[config.mk]
export PLATFORM = sky130hd
export DESIGN_NAME = ls_buffer_flat
export DESIGN_NICKNAME = d
export VERILOG_FILES = /design/src/rtl/ls_buffer_pkg.sv /design/src/rtl/ls_buffer_if.sv /design/src/rtl/ls_buffer_entry_wake.sv /design/src/rtl/ls_buffer.sv /design/src/flat_wrapper.sv
export SDC_FILE = /design/constraint.sdc
export NUM_CORES = 2
export LEC_CHECK = 0
export ABC_AREA = 1
export ABC_CLOCK_PERIOD_IN_PS = 8610
export BUFFER_PORTS_ARGS = -buffer_cell sky130_fd_sc_hd__buf_2
export CORE_UTILIZATION = 25
export CTS_BUF_LIST = sky130_fd_sc_hd__clkbuf_16
export DETAILED_ROUTE_END_ITERATION = 8
export PLACE_DENSITY_LB_ADDON = 0.12
export SYNTH_ARGS = -nofsm -noshare
export SYNTH_HDL_FRONTEND = slang
export SYNTH_SLANG_ARGS = --single-unit
[constraint.sdc]
create_clock -name clk -period 8.61 [get_ports clk]
set_input_delay 0.861 -clock clk [delete_from_list [all_inputs] [get_ports clk]]
set_output_delay 0.861 -clock clk [all_outputs]
set_load 0.01 [all_outputs]
[src/rtl/ls_buffer_pkg.sv]
// ls_buffer_pkg: shared widths, the NoTag encoding and the LS opcode set
// used by the load/store buffer and its wake-up sub-module.
package ls_buffer_pkg;

  localparam int LSB_DEPTH  = 8;
  localparam int LSB_DATA_W = 32;
  localparam int LSB_TAG_W  = 4;
  localparam int LSB_NAME_W = 5;
  localparam int LSB_OP_W   = 6;

  typedef logic [LSB_DATA_W-1:0] DataBus;
  typedef logic [LSB_TAG_W-1:0]  TagBus;
  typedef logic [LSB_NAME_W-1:0] NameBus;
  typedef logic [LSB_OP_W-1:0]   OpBus;

  // Tag value meaning "operand data already present"
  localparam TagBus NO_TAG = '0;

  typedef enum logic [LSB_OP_W-1:0] {
    OP_LB  = 6'h20,
    OP_LH  = 6'h21,
    OP_LW  = 6'h23,
    OP_LBU = 6'h24,
    OP_LHU = 6'h25,
    OP_SB  = 6'h28,
    OP_SH  = 6'h29,
    OP_SW  = 6'h2B
  } ls_op_e;

endpackage

[src/rtl/ls_buffer_if.sv]
// ls_buffer_if: dispatch, CDB and LS-issue signals of the load/store buffer.
// master = environment side (dispatcher, CDBs, LS unit), slave = the buffer.
interface ls_buffer_if
  import ls_buffer_pkg::*;
#(
  parameter int DATA_W = LSB_DATA_W,
  parameter int TAG_W  = LSB_TAG_W,
  parameter int NAME_W = LSB_NAME_W,
  parameter int OP_W   = LSB_OP_W
);
  logic              stall;
  // dispatch side
  logic              enqEn;
  logic [OP_W-1:0]   enqOp;
  logic [DATA_W-1:0] enqImm;
  logic [TAG_W-1:0]  enqTagO;
  logic [TAG_W-1:0]  enqTagT;
  logic [DATA_W-1:0] enqDataO;
  logic [DATA_W-1:0] enqDataT;
  logic [TAG_W-1:0]  enqWrtTag;
  logic [NAME_W-1:0] enqWrtName;
  logic              bufFree;
  // common data buses
  logic              aluCdbEn;
  logic [TAG_W-1:0]  aluCdbTag;
  logic [DATA_W-1:0] aluCdbData;
  logic              lsCdbEn;
  logic [TAG_W-1:0]  lsCdbTag;
  logic [DATA_W-1:0] lsCdbData;
  // LS unit side
  logic              LSreadEn;
  logic              LSworkEn;
  logic [DATA_W-1:0] operandO;
  logic [DATA_W-1:0] operandT;
  logic [DATA_W-1:0] imm;
  logic [TAG_W-1:0]  wrtTag;
  logic [NAME_W-1:0] wrtName;
  logic [OP_W-1:0]   opCode;

  modport master (
    output stall, enqEn, enqOp, enqImm, enqTagO, enqTagT, enqDataO, enqDataT,
           enqWrtTag, enqWrtName, aluCdbEn, aluCdbTag, aluCdbData,
           lsCdbEn, lsCdbTag, lsCdbData, LSreadEn,
    input  bufFree, LSworkEn, operandO, operandT, imm, wrtTag, wrtName, opCode
  );

  modport slave (
    input  stall, enqEn, enqOp, enqImm, enqTagO, enqTagT, enqDataO, enqDataT,
           enqWrtTag, enqWrtName, aluCdbEn, aluCdbTag, aluCdbData,
           lsCdbEn, lsCdbTag, lsCdbData, LSreadEn,
    output bufFree, LSworkEn, operandO, operandT, imm, wrtTag, wrtName, opCode
  );

endinterface

[src/rtl/ls_buffer_entry_wake.sv]
// ls_buffer_entry_wake: compares one operand tag against both CDBs and
// returns the tag/data that operand holds after this cycle. ALU bus wins
// if both buses hit (cannot happen legally, but keeps the mux defined).
module ls_buffer_entry_wake
  import ls_buffer_pkg::*;
#(
  parameter int DATA_W = LSB_DATA_W,
  parameter int TAG_W  = LSB_TAG_W
) (
  input  logic [TAG_W-1:0]  i_tag,
  input  logic [DATA_W-1:0] i_data,
  input  logic              i_aluEn,
  input  logic [TAG_W-1:0]  i_aluTag,
  input  logic [DATA_W-1:0] i_aluData,
  input  logic              i_lsEn,
  input  logic [TAG_W-1:0]  i_lsTag,
  input  logic [DATA_W-1:0] i_lsData,
  output logic [TAG_W-1:0]  o_tag,
  output logic [DATA_W-1:0] o_data
);

  logic w_pending;
  logic w_aluHit;
  logic w_lsHit;

  assign w_pending = (i_tag != TAG_W'(NO_TAG));
  assign w_aluHit  = w_pending && i_aluEn && (i_tag == i_aluTag);
  assign w_lsHit   = w_pending && i_lsEn  && (i_tag == i_lsTag);

  // Select captured broadcast data and clear the tag on a hit
  always_comb begin
    o_tag  = i_tag;
    o_data = i_data;
    if (w_aluHit) begin
      o_tag  = TAG_W'(NO_TAG);
      o_data = i_aluData;
    end else if (w_lsHit) begin
      o_tag  = TAG_W'(NO_TAG);
      o_data = i_lsData;
    end
  end

endmodule

[src/rtl/ls_buffer.sv]
// ls_buffer: in-order load/store queue between dispatch and the LS unit.
// Entries wait in a circular buffer until both operand tags clear (CDB
// wake-up), then issue strictly from the head when LS is ready.
// Optional: define LSBUF_BYPASS_EN to let the head issue in the same cycle
// a CDB broadcast supplies its last missing operand.
module ls_buffer
  import ls_buffer_pkg::*;
#(
  parameter int DEPTH  = LSB_DEPTH,
  parameter int DATA_W = LSB_DATA_W,
  parameter int TAG_W  = LSB_TAG_W,
  parameter int NAME_W = LSB_NAME_W,
  parameter int OP_W   = LSB_OP_W
) (
  input logic        clk,
  input logic        rst,
  ls_buffer_if.slave bus
);

  localparam int PTR_W = $clog2(DEPTH);
  localparam int CNT_W = PTR_W + 1;

  // queue control
  logic [PTR_W-1:0]  r_head;
  logic [PTR_W-1:0]  r_tail;
  logic [CNT_W-1:0]  r_count;
  logic [CNT_W-1:0]  w_countNext;
  logic [DEPTH-1:0]  r_valid;
  logic              r_bufFree;

  // entry storage
  logic [TAG_W-1:0]  r_tagO  [DEPTH];
  logic [TAG_W-1:0]  r_tagT  [DEPTH];
  logic [DATA_W-1:0] r_dataO [DEPTH];
  logic [DATA_W-1:0] r_dataT [DEPTH];
  logic [DATA_W-1:0] r_imm   [DEPTH];
  logic [OP_W-1:0]   r_op    [DEPTH];
  logic [TAG_W-1:0]  r_wtag  [DEPTH];
  logic [NAME_W-1:0] r_wname [DEPTH];

  // per-entry operand state after this cycle's CDB capture
  logic [TAG_W-1:0]  w_tagONext  [DEPTH];
  logic [TAG_W-1:0]  w_tagTNext  [DEPTH];
  logic [DATA_W-1:0] w_dataONext [DEPTH];
  logic [DATA_W-1:0] w_dataTNext [DEPTH];

  // incoming operands after dispatch-time capture
  logic [TAG_W-1:0]  w_enqTagO;
  logic [TAG_W-1:0]  w_enqTagT;
  logic [DATA_W-1:0] w_enqDataO;
  logic [DATA_W-1:0] w_enqDataT;

  // head view used by the issue decision
  logic [TAG_W-1:0]  w_hdTagO;
  logic [TAG_W-1:0]  w_hdTagT;
  logic [DATA_W-1:0] w_hdDataO;
  logic [DATA_W-1:0] w_hdDataT;

  logic              w_enq;
  logic              w_iss;

  // registered LS outputs
  logic              r_lsWorkEn;
  logic [DATA_W-1:0] r_outOpO;
  logic [DATA_W-1:0] r_outOpT;
  logic [DATA_W-1:0] r_outImm;
  logic [TAG_W-1:0]  r_outWtag;
  logic [NAME_W-1:0] r_outWname;
  logic [OP_W-1:0]   r_outOp;

  for (genvar g = 0; g < DEPTH; g++) begin : g_wake
    ls_buffer_entry_wake #(.DATA_W(DATA_W), .TAG_W(TAG_W)) u_wakeO (
      .i_tag     (r_tagO[g]),
      .i_data    (r_dataO[g]),
      .i_aluEn   (bus.aluCdbEn),
      .i_aluTag  (bus.aluCdbTag),
      .i_aluData (bus.aluCdbData),
      .i_lsEn    (bus.lsCdbEn),
      .i_lsTag   (bus.lsCdbTag),
      .i_lsData  (bus.lsCdbData),
      .o_tag     (w_tagONext[g]),
      .o_data    (w_dataONext[g])
    );
    ls_buffer_entry_wake #(.DATA_W(DATA_W), .TAG_W(TAG_W)) u_wakeT (
      .i_tag     (r_tagT[g]),
      .i_data    (r_dataT[g]),
      .i_aluEn   (bus.aluCdbEn),
      .i_aluTag  (bus.aluCdbTag),
      .i_aluData (bus.aluCdbData),
      .i_lsEn    (bus.lsCdbEn),
      .i_lsTag   (bus.lsCdbTag),
      .i_lsData  (bus.lsCdbData),
      .o_tag     (w_tagTNext[g]),
      .o_data    (w_dataTNext[g])
    );
  end

  // Same compare applied to the instruction arriving from dispatch
  ls_buffer_entry_wake #(.DATA_W(DATA_W), .TAG_W(TAG_W)) u_enqWakeO (
    .i_tag     (bus.enqTagO),
    .i_data    (bus.enqDataO),
    .i_aluEn   (bus.aluCdbEn),
    .i_aluTag  (bus.aluCdbTag),
    .i_aluData (bus.aluCdbData),
    .i_lsEn    (bus.lsCdbEn),
    .i_lsTag   (bus.lsCdbTag),
    .i_lsData  (bus.lsCdbData),
    .o_tag     (w_enqTagO),
    .o_data    (w_enqDataO)
  );
  ls_buffer_entry_wake #(.DATA_W(DATA_W), .TAG_W(TAG_W)) u_enqWakeT (
    .i_tag     (bus.enqTagT),
    .i_data    (bus.enqDataT),
    .i_aluEn   (bus.aluCdbEn),
    .i_aluTag  (bus.aluCdbTag),
    .i_aluData (bus.aluCdbData),
    .i_lsEn    (bus.lsCdbEn),
    .i_lsTag   (bus.lsCdbTag),
    .i_lsData  (bus.lsCdbData),
    .o_tag     (w_enqTagT),
    .o_data    (w_enqDataT)
  );

`ifdef LSBUF_BYPASS_EN
  // Head readiness looks through this cycle's CDB capture
  assign w_hdTagO  = w_tagONext[r_head];
  assign w_hdTagT  = w_tagTNext[r_head];
  assign w_hdDataO = w_dataONext[r_head];
  assign w_hdDataT = w_dataTNext[r_head];
`else
  // Head readiness uses only what is already stored
  assign w_hdTagO  = r_tagO[r_head];
  assign w_hdTagT  = r_tagT[r_head];
  assign w_hdDataO = r_dataO[r_head];
  assign w_hdDataT = r_dataT[r_head];
`endif

  // bufFree is registered, so a full buffer refuses enqueue even when the
  // head pops in the same cycle.
  assign w_enq = bus.enqEn && r_bufFree && !bus.stall;
  assign w_iss = r_valid[r_head] && (w_hdTagO == TAG_W'(NO_TAG)) &&
                 (w_hdTagT == TAG_W'(NO_TAG)) && bus.LSreadEn && !bus.stall;

  assign w_countNext = r_count + CNT_W'(w_enq) - CNT_W'(w_iss);

  // Pointer, occupancy and valid-bit bookkeeping
  always_ff @(posedge clk or posedge rst) begin
    if (rst) begin
      r_head    <= '0;
      r_tail    <= '0;
      r_count   <= '0;
      r_valid   <= '0;
      r_bufFree <= 1'b1;
    end else begin
      if (w_enq) begin
        r_tail          <= r_tail + PTR_W'(1);
        r_valid[r_tail] <= 1'b1;
      end
      if (w_iss) begin
        r_head          <= r_head + PTR_W'(1);
        r_valid[r_head] <= 1'b0;
      end
      r_count   <= w_countNext;
      r_bufFree <= (w_countNext < CNT_W'(DEPTH));
    end
  end

  // Entry payload: write at tail on enqueue, otherwise track CDB wake-up
  always_ff @(posedge clk) begin
    for (int i = 0; i < DEPTH; i++) begin
      if (w_enq && (r_tail == PTR_W'(i))) begin
        r_tagO[i]  <= w_enqTagO;
        r_tagT[i]  <= w_enqTagT;
        r_dataO[i] <= w_enqDataO;
        r_dataT[i] <= w_enqDataT;
        r_imm[i]   <= bus.enqImm;
        r_op[i]    <= bus.enqOp;
        r_wtag[i]  <= bus.enqWrtTag;
        r_wname[i] <= bus.enqWrtName;
      end else begin
        r_tagO[i]  <= w_tagONext[i];
        r_tagT[i]  <= w_tagTNext[i];
        r_dataO[i] <= w_dataONext[i];
        r_dataT[i] <= w_dataTNext[i];
      end
    end
  end

  // Issue register: one-cycle strobe, payload held between issues
  always_ff @(posedge clk or posedge rst) begin
    if (rst) begin
      r_lsWorkEn <= 1'b0;
      r_outOpO   <= '0;
      r_outOpT   <= '0;
      r_outImm   <= '0;
      r_outWtag  <= '0;
      r_outWname <= '0;
      r_outOp    <= '0;
    end else begin
      r_lsWorkEn <= w_iss;
      if (w_iss) begin
        r_outOpO   <= w_hdDataO;
        r_outOpT   <= w_hdDataT;
        r_outImm   <= r_imm[r_head];
        r_outWtag  <= r_wtag[r_head];
        r_outWname <= r_wname[r_head];
        r_outOp    <= r_op[r_head];
      end
    end
  end

  assign bus.bufFree  = r_bufFree;
  assign bus.LSworkEn = r_lsWorkEn;
  assign bus.operandO = r_outOpO;
  assign bus.operandT = r_outOpT;
  assign bus.imm      = r_outImm;
  assign bus.wrtTag   = r_outWtag;
  assign bus.wrtName  = r_outWname;
  assign bus.opCode   = r_outOp;

endmodule

[src/flat_wrapper.sv]
// flat-port wrapper written by rule: the top's interface ports become plain ports
module ls_buffer_flat import ls_buffer_pkg::*;
#(
  parameter int DEPTH  = LSB_DEPTH,
  parameter int DATA_W = LSB_DATA_W,
  parameter int TAG_W  = LSB_TAG_W,
  parameter int NAME_W = LSB_NAME_W,
  parameter int OP_W   = LSB_OP_W
)
  (clk, rst, bus_stall, bus_enqEn, bus_enqOp, bus_enqImm, bus_enqTagO, bus_enqTagT, bus_enqDataO, bus_enqDataT, bus_enqWrtTag, bus_enqWrtName, bus_aluCdbEn, bus_aluCdbTag, bus_aluCdbData, bus_lsCdbEn, bus_lsCdbTag, bus_lsCdbData, bus_LSreadEn, bus_bufFree, bus_LSworkEn, bus_operandO, bus_operandT, bus_imm, bus_wrtTag, bus_wrtName, bus_opCode);
  ls_buffer_if #(.DATA_W(DATA_W), .TAG_W(TAG_W), .NAME_W(NAME_W), .OP_W(OP_W)) bus_i ();
  input logic clk;
  input logic rst;
  input wire logic [$bits(bus_i.stall)-1:0] bus_stall;
  input wire logic [$bits(bus_i.enqEn)-1:0] bus_enqEn;
  input wire logic [$bits(bus_i.enqOp)-1:0] bus_enqOp;
  input wire logic [$bits(bus_i.enqImm)-1:0] bus_enqImm;
  input wire logic [$bits(bus_i.enqTagO)-1:0] bus_enqTagO;
  input wire logic [$bits(bus_i.enqTagT)-1:0] bus_enqTagT;
  input wire logic [$bits(bus_i.enqDataO)-1:0] bus_enqDataO;
  input wire logic [$bits(bus_i.enqDataT)-1:0] bus_enqDataT;
  input wire logic [$bits(bus_i.enqWrtTag)-1:0] bus_enqWrtTag;
  input wire logic [$bits(bus_i.enqWrtName)-1:0] bus_enqWrtName;
  input wire logic [$bits(bus_i.aluCdbEn)-1:0] bus_aluCdbEn;
  input wire logic [$bits(bus_i.aluCdbTag)-1:0] bus_aluCdbTag;
  input wire logic [$bits(bus_i.aluCdbData)-1:0] bus_aluCdbData;
  input wire logic [$bits(bus_i.lsCdbEn)-1:0] bus_lsCdbEn;
  input wire logic [$bits(bus_i.lsCdbTag)-1:0] bus_lsCdbTag;
  input wire logic [$bits(bus_i.lsCdbData)-1:0] bus_lsCdbData;
  input wire logic [$bits(bus_i.LSreadEn)-1:0] bus_LSreadEn;
  output wire logic [$bits(bus_i.bufFree)-1:0] bus_bufFree;
  output wire logic [$bits(bus_i.LSworkEn)-1:0] bus_LSworkEn;
  output wire logic [$bits(bus_i.operandO)-1:0] bus_operandO;
  output wire logic [$bits(bus_i.operandT)-1:0] bus_operandT;
  output wire logic [$bits(bus_i.imm)-1:0] bus_imm;
  output wire logic [$bits(bus_i.wrtTag)-1:0] bus_wrtTag;
  output wire logic [$bits(bus_i.wrtName)-1:0] bus_wrtName;
  output wire logic [$bits(bus_i.opCode)-1:0] bus_opCode;
  assign bus_i.stall = bus_stall;
  assign bus_i.enqEn = bus_enqEn;
  assign bus_i.enqOp = bus_enqOp;
  assign bus_i.enqImm = bus_enqImm;
  assign bus_i.enqTagO = bus_enqTagO;
  assign bus_i.enqTagT = bus_enqTagT;
  assign bus_i.enqDataO = bus_enqDataO;
  assign bus_i.enqDataT = bus_enqDataT;
  assign bus_i.enqWrtTag = bus_enqWrtTag;
  assign bus_i.enqWrtName = bus_enqWrtName;
  assign bus_i.aluCdbEn = bus_aluCdbEn;
  assign bus_i.aluCdbTag = bus_aluCdbTag;
  assign bus_i.aluCdbData = bus_aluCdbData;
  assign bus_i.lsCdbEn = bus_lsCdbEn;
  assign bus_i.lsCdbTag = bus_lsCdbTag;
  assign bus_i.lsCdbData = bus_lsCdbData;
  assign bus_i.LSreadEn = bus_LSreadEn;
  assign bus_bufFree = bus_i.bufFree;
  assign bus_LSworkEn = bus_i.LSworkEn;
  assign bus_operandO = bus_i.operandO;
  assign bus_operandT = bus_i.operandT;
  assign bus_imm = bus_i.imm;
  assign bus_wrtTag = bus_i.wrtTag;
  assign bus_wrtName = bus_i.wrtName;
  assign bus_opCode = bus_i.opCode;
  ls_buffer #(.DEPTH(DEPTH), .DATA_W(DATA_W), .TAG_W(TAG_W), .NAME_W(NAME_W), .OP_W(OP_W)) u_core (.clk(clk), .rst(rst), .bus(bus_i));
endmodule
======== After elaboration in Yosys (flattened, before gate mapping) ========
Memories as Yosys holds them, arrays and structs flattened. A register that Yosys moved wholly into a read port is not among the register bits.
Cells that the tools add are included.
storage, ports and cells
  bits in registers ....................... 20
  RAM bits ................................ 952
  bits of input ports ..................... 198
  output and inout port bits .............. 113
  logic and storage cells ................. 491
  memories kept ........................... 8
memory list
  memory           depth  bits a word  rd ports  clocked after Yosys merged registers in  write ports  RTL line         text
  u_core.r_dataO   8      32           1         1                                        8            ls_buffer.sv:34  logic [DATA_W-1:0] r_dataO [DEPTH];
  u_core.r_dataT   8      32           1         1                                        8            ls_buffer.sv:35  logic [DATA_W-1:0] r_dataT [DEPTH];
  u_core.r_imm     8      32           1         1                                        1            ls_buffer.sv:36  logic [DATA_W-1:0] r_imm [DEPTH];
  u_core.r_op      8      6            1         1                                        1            ls_buffer.sv:37  logic [OP_W-1:0] r_op [DEPTH];
  u_core.r_wname   8      5            1         1                                        1            ls_buffer.sv:39  logic [NAME_W-1:0] r_wname [DEPTH];
  u_core.r_tagO    8      4            9         0                                        8            ls_buffer.sv:32  logic [TAG_W-1:0] r_tagO [DEPTH];
  2 more memories  n/a    n/a          n/a       n/a                                      n/a          n/a
operators by class
  add/sub/neg operators ................... 4
  magnitude comparators ................... 5
  equal/unequal tests ..................... 59
  muxes and demuxes ....................... 220
  bitwise gates (word level) .............. 35
  reduce and logical (&&, ||, !) cells .... 154
operators with widths
  kind                                                        count
  2-to-1 mux 32 bit                                           59
  2-to-1 mux 4 bit                                            59
  OR reduction 32 bit                                         7
  equality test 4 bit                                         36
  logical AND 1 bit                                           88
  2-to-1 mux 3 bit                                            28
  nonzero test 4 bit                                          18
  2-to-1 mux 1 bit                                            55
  2-to-1 mux 6 bit                                            7
  OR reduction 6 bit                                          7
  2-to-1 mux 5 bit                                            7
  OR reduction 5 bit                                          7
  != test 2 bit, second input constant                        16
  bitwise OR 1 bit                                            32
  AND reduction 2 bit                                         16
  OR reduction 4 bit                                          7
  2-to-1 mux 8 bit                                            2
  equality test 3 bit, second input constant                  4
  AND 8 bit                                                   1
  logical NOT 4 bit                                           2
  less-than comparator 3 x 4 -> 1 bit, second input constant  2
  NOT 8 bit                                                   1
  bitwise OR 8 bit                                            1
  adder 3 x 1 -> 3 bit, second input constant                 2
  other kinds (10)                                            13

======== Longest topological paths before layout ========
  word-level depth ........................ 13
  gate-level depth with buffers ........... 20

======== By module ========
A second synthesis with hierarchy kept.
unflattened totals
  cells, all modules ...................... 9537
  area, all modules ....................... 63915.0 um^2
by module, submodules not included
  module                times used  cells an instance  area each (um^2)
  ls_buffer             1           4281               40447.5
  ls_buffer_entry_wake  18          292                1303.8

======== Least setup slack after synthesis ========
Ideal clock, no wire load.
  path type ............................... input port to flip-flop
  start ................................... input port bus_stall
  end ..................................... memory u_core.r_dataT[4][0] in the netlist's numbering (enable)
  arrival ................................. 6.006 ns
  data required time ...................... 8.211 ns
  path slack .............................. 2.204 ns
  cell stages on the path ................. 7
  buffers on the path ..................... 2
  cells stage by stage .................... inv_1 > nand3_1 > buf_2 > nor3_1 > inv_1 > clkbuf_1 > nand3_1
RTL lines
  what             RTL line            text
  start, declared  flat_wrapper.sv:14  input wire logic [$bits(bus_i.stall)-1:0] bus_stall;
  end, declared    ls_buffer.sv:35

======== Worst setup path in the final report ========
  start ................................... register u_core.r_head[0]
  end ..................................... register u_core.r_outOpO[31], in the netlist u_core.bus.operandO[31] (read register of u_core.r_dataO)
between the ends
  longest elaborated chain between the ends .. 6
  elaborated cells between the ends (all ways) .. 10
  classes of those cells .................. mux (2); reduce/logical (6); memory (2)
ends and longest elaborated chain
  what                                                                                 RTL line          text
  start, declared                                                                      ls_buffer.sv:24   logic [PTR_W-1:0] r_head;
  start signal, assigned                                                               ls_buffer.sv:160  r_head <= r_head + PTR_W'(1);
  memory (8 x 4 bit) / binary-select mux 1 bit (select 3 bit) (equally long branches)  n/a
  logical NOT 4 bit / 2-to-1 mux 1 bit (equally long branches)                         ls_buffer.sv:141  assign w_iss = r_valid[r_head] && (w_hdTagO == TAG_W'(NO_TAG)) &&
  logical AND 1 bit (2 in a row)                                                       ls_buffer.sv:141
  logical AND 1 bit (2 in a row)                                                       ls_buffer.sv:142  (w_hdTagT == TAG_W'(NO_TAG)) && bus.LSreadEn && !bus.stall;
  end, declared                                                                        ls_buffer.sv:64   logic [DATA_W-1:0] r_outOpO;
Parallel ways exist; a longest one is shown, timed or not. The select of a mux whose other input is x is not followed.
A chain may end at the register's enable or synchronous reset.

==> results.sh <==
export IMPL_port_buffers=310
export IMPL_start_util=0.2521
export IMPL_core_area_um2=222500
export IMPL_reg2reg_slack_ns=3.11
export IMPL_r2r_end="u_core.bus.operandO[31]$_DFFE_PP0N_"
export IMPL_die_y_um=475.7
export IMPL_multi_input_area_um2=21680
export IMPL_detail_route_wl_per_cell_um=27.58
export IMPL_fp_dieW_um=475.7
export IMPL_overflow=0
export IMPL_yosysTopAreaCellShare=0.5097
export IMPL_ant_nets=1
export IMPL_critPathBufInv=3
export IMPL_hold_violations=0
export IMPL_vias=49440
export IMPL_worstSetupStartpointType="flip-flop"
export IMPL_fin_ws_ns=3.108
export IMPL_htree_levels=4
export IMPL_drive_above_1_share=0.09923
export IMPL_cts_buffers=141
export IMPL_setup_viol=0
export IMPL_fmax_mhz=181.7
export IMPL_place_ws_ns=3.055
export IMPL_synth_top_area_cell="edfxtp_1"
export IMPL_worstPathRequired_ns=9.35
export IMPL_drc_errors=0
export IMPL_grt_usage=0.2325
export IMPL_max_slew_margin_rel=0.03827
export IMPL_synth_ff_type="edfxtp_1"
export IMPL_antenna_found_initial=32
export IMPL_fin_crit_sh=0.6390
export IMPL_syn_inst=6547
export IMPL_synth_common_cells="nand2_1 (2373), edfxtp_1 (952), o21ai_0 (721)"
export IMPL_path_clk_slew_ns=0.05
export IMPL_crit_arrival_ns=6.24
export IMPL_violations="antenna violations"
export IMPL_cts_resized_gates=0
export IMPL_setup_worst_path_end_class="flip-flop"
export IMPL_synth_most_common_cell="nand2_1"
export IMPL_timing_rr_start="u_core.r_head[0]$_DFFE_PP0N_"
export IMPL_power_total_mw=15.71
export IMPL_via_per_inst=5.095
export IMPL_yosys_register_bits=1083
export IMPL_dp_final_hpwl_um=147800
export IMPL_ys_async_sr_fraction=0.1210
export IMPL_pin_count=311
export IMPL_final_max_slew_violation_count=0
export IMPL_die_area_um2=226200
export IMPL_first_iter_violations=4714
export IMPL_critPathTopFamily="buffers and inverters"
export IMPL_wirelength_um=267600
export IMPL_min_path_type="primary input to asynchronous set/reset pin"
export IMPL_status="finished with violations"
export IMPL_fill_cells=23830
export IMPL_gp_congestion=0.8591
export IMPL_clk_insertion_delay_late_ns=0.82
export IMPL_syn_to_final_growth_pct=15.21
export IMPL_nets=6804
export IMPL_synth_area_leaders="edfxtp_1 (51%), nand2_1 (16%), o21ai_0 (6.4%), nand3_1 (6.2%), dfrtp_1 (5.8%)"
export IMPL_cts_tree="done"
export IMPL_grt_pass1_vias=47460
export IMPL_ir_drop_v=0.0001611
export IMPL_min_period_ns=5.502
export IMPL_drt_pass1_iterations=6
export IMPL_clkSinkCount=1083
export IMPL_worst_pin_slew_ns=1.439
export IMPL_cpMostUsedCell="nand2_1"
export IMPL_final_cells=9704
export IMPL_synthesis_area_um2=56090
export IMPL_yosysUniqueCellTypes=34
export IMPL_dp_cells=9426
export IMPL_clockBufferDepth=3
export IMPL_grt_first_pass_wirelength_um=373200
export IMPL_grt_max_degree=141
export IMPL_syn_num_nets=6757
export IMPL_p_leak_nw=26.97
export IMPL_cp_slowest_stage_delay_ns=0.88
export IMPL_critPathSlowestCell="dfrtp_4"
export IMPL_fin_skew_ns=0.03050
export IMPL_synth_edf_count=952
export IMPL_rsz0062_at_grt="no"
export IMPL_path_max_fanout=140
export IMPL_seq_area_um2=31870
export IMPL_ctsHoldBuffers=0
export IMPL_path_cells="buf_12, nor2_4, nand2_1, nand2_1, nor2_1, nand2_1, nor2_2, nand3_4, inv_4, buf_4, o21ai_0, nand2_1"
export IMPL_rr_worst_depth=12
export IMPL_seq_area_frac_synth=0.5682
export IMPL_post_cts_buffers=0
export IMPL_syn_area_per_cell_um2=8.567
export IMPL_rows=173
export IMPL_path_class="flip-flop to flip-flop"
export IMPL_cap_violations=0
export IMPL_cts_root_buffer="clkbuf_16"
export IMPL_yosysWarnings=0
export IMPL_power_density_nw_per_um2=243.1
export IMPL_fin_setup_tns_ns=0
power by group:
part / internal (mW) / switching, mW
Combinational: 0.910 / 2.72
Sequential: 6.26 / 0.220
Clock: 3.08 / 2.53
stage by stage:
stage | instance area, um2 | util | hold WS, ns
finish | 64620 | 0.2904 | 0.2048
global route | 64590 | 0.2903 | 0.2441
CTS | 64580 | 0.2902 | 0.2229
detailed placement | 60280 | 0.2709 | 0.4615
global placement | 60280 | 0.2709 | 0.4567
floorplan | 56090 | - | 0.4776
sequential cells by signal (all words and copies together), names as in the netlist, 5 cells and up:
signal,cells
u_core.r_valid,8
u_core.r_op,48
u_core.r_wtag,32
u_core.bus.imm,32
u_core.r_tagO,32
u_core.r_dataO,256
u_core.bus.opCode,6
u_core.bus.operandO,32
u_core.bus.operandT,32
u_core.bus.wrtName,5
u_core.r_wname,40
u_core.r_dataT,256
u_core.r_tagT,32
u_core.r_imm,256
final cells by class:
class	count	area share
sequential	1083	0.4932
antenna	17	0.0006583
clock inverter	119	0.01144
inverter	167	0.009991
tap	2975	0.05760
clock buffer	142	0.05499
timing repair buffer	411	0.03652
multi-input combinational	4790	0.3356
kinds of logic (layout without fill, tap and decap cells):
group / Yosys count / after routing / synth area share
buffers and inverters: 674 / 839 / 0.04848
other: 0 / 17 / 0
adders and majority gates: 12 / 12 / 0.002811
and+or+nand+nor: 3614 / 3614 / 0.2639
DFF: 1083 / 1083 / 0.5682
xor gates and xnor gates: 9 / 9 / 0.001405
AOI/OAI and AO/OA: 1155 / 1155 / 0.1153
worst reg2reg max path, stage by stage (launching register included):
cell and delay (ns):
dfrtp_4 0.88, buf_12 0.79, nor2_4 0.09, nand2_1 0.09
nand2_1 0.10, nor2_1 0.10, nand2_1 0.07, nor2_2 0.17
nand3_4 0.69, inv_4 0.67, buf_4 0.81, o21ai_0 0.79
nand2_1 0.19
worst max-delay path by stage:
| stage | cells past startpoint | endpoint | from |
|---|---|---|---|
| CTS | 12 | u_core.bus.operandO[31]$_DFFE_PP0N_ | u_core.r_head[0]$_DFFE_PP0N_ |
| finish | 12 | u_core.bus.operandO[31]$_DFFE_PP0N_ | u_core.r_head[0]$_DFFE_PP0N_ |
| global route | 12 | u_core.bus.operandO[31]$_DFFE_PP0N_ | u_core.r_head[0]$_DFFE_PP0N_ |
| floorplan | 7 | u_core.r_dataT[4][0]$_DFFE_PP_ | bus_stall |
| detailed placement | 12 | u_core.bus.operandO[31]$_DFFE_PP0N_ | u_core.r_head[0]$_DFFE_PP0N_ |
| global placement | 12 | u_core.bus.operandO[31]$_DFFE_PP0N_ | u_core.r_head[0]$_DFFE_PP0N_ |
routing by layer:
layer	routed length (um)	GRT usage
met1	112400	0.2969
met2	127800	0.3927
met3	17030	0.03594
met4	10290	0.08936
met5	95	0
cells in the final DEF, fill, tap and decap left out, types with 28 or more instances in the layout:
cell type,instances
inv_1,183
o22ai_1,65
o21ai_1,68
buf_2,310
o211ai_1,28
nand4_1,64
edfxtp_1,952
buf_4,97
nor2_1,418
clkinv_1,40
a22oi_1,116
nand3_1,675
o21ai_0,721
a21oi_1,103
dfrtp_1,129
nand2_1,2372
clkbuf_16,142
a22o_1,32
No activity file was read; power rests on OpenSTA's default activity.
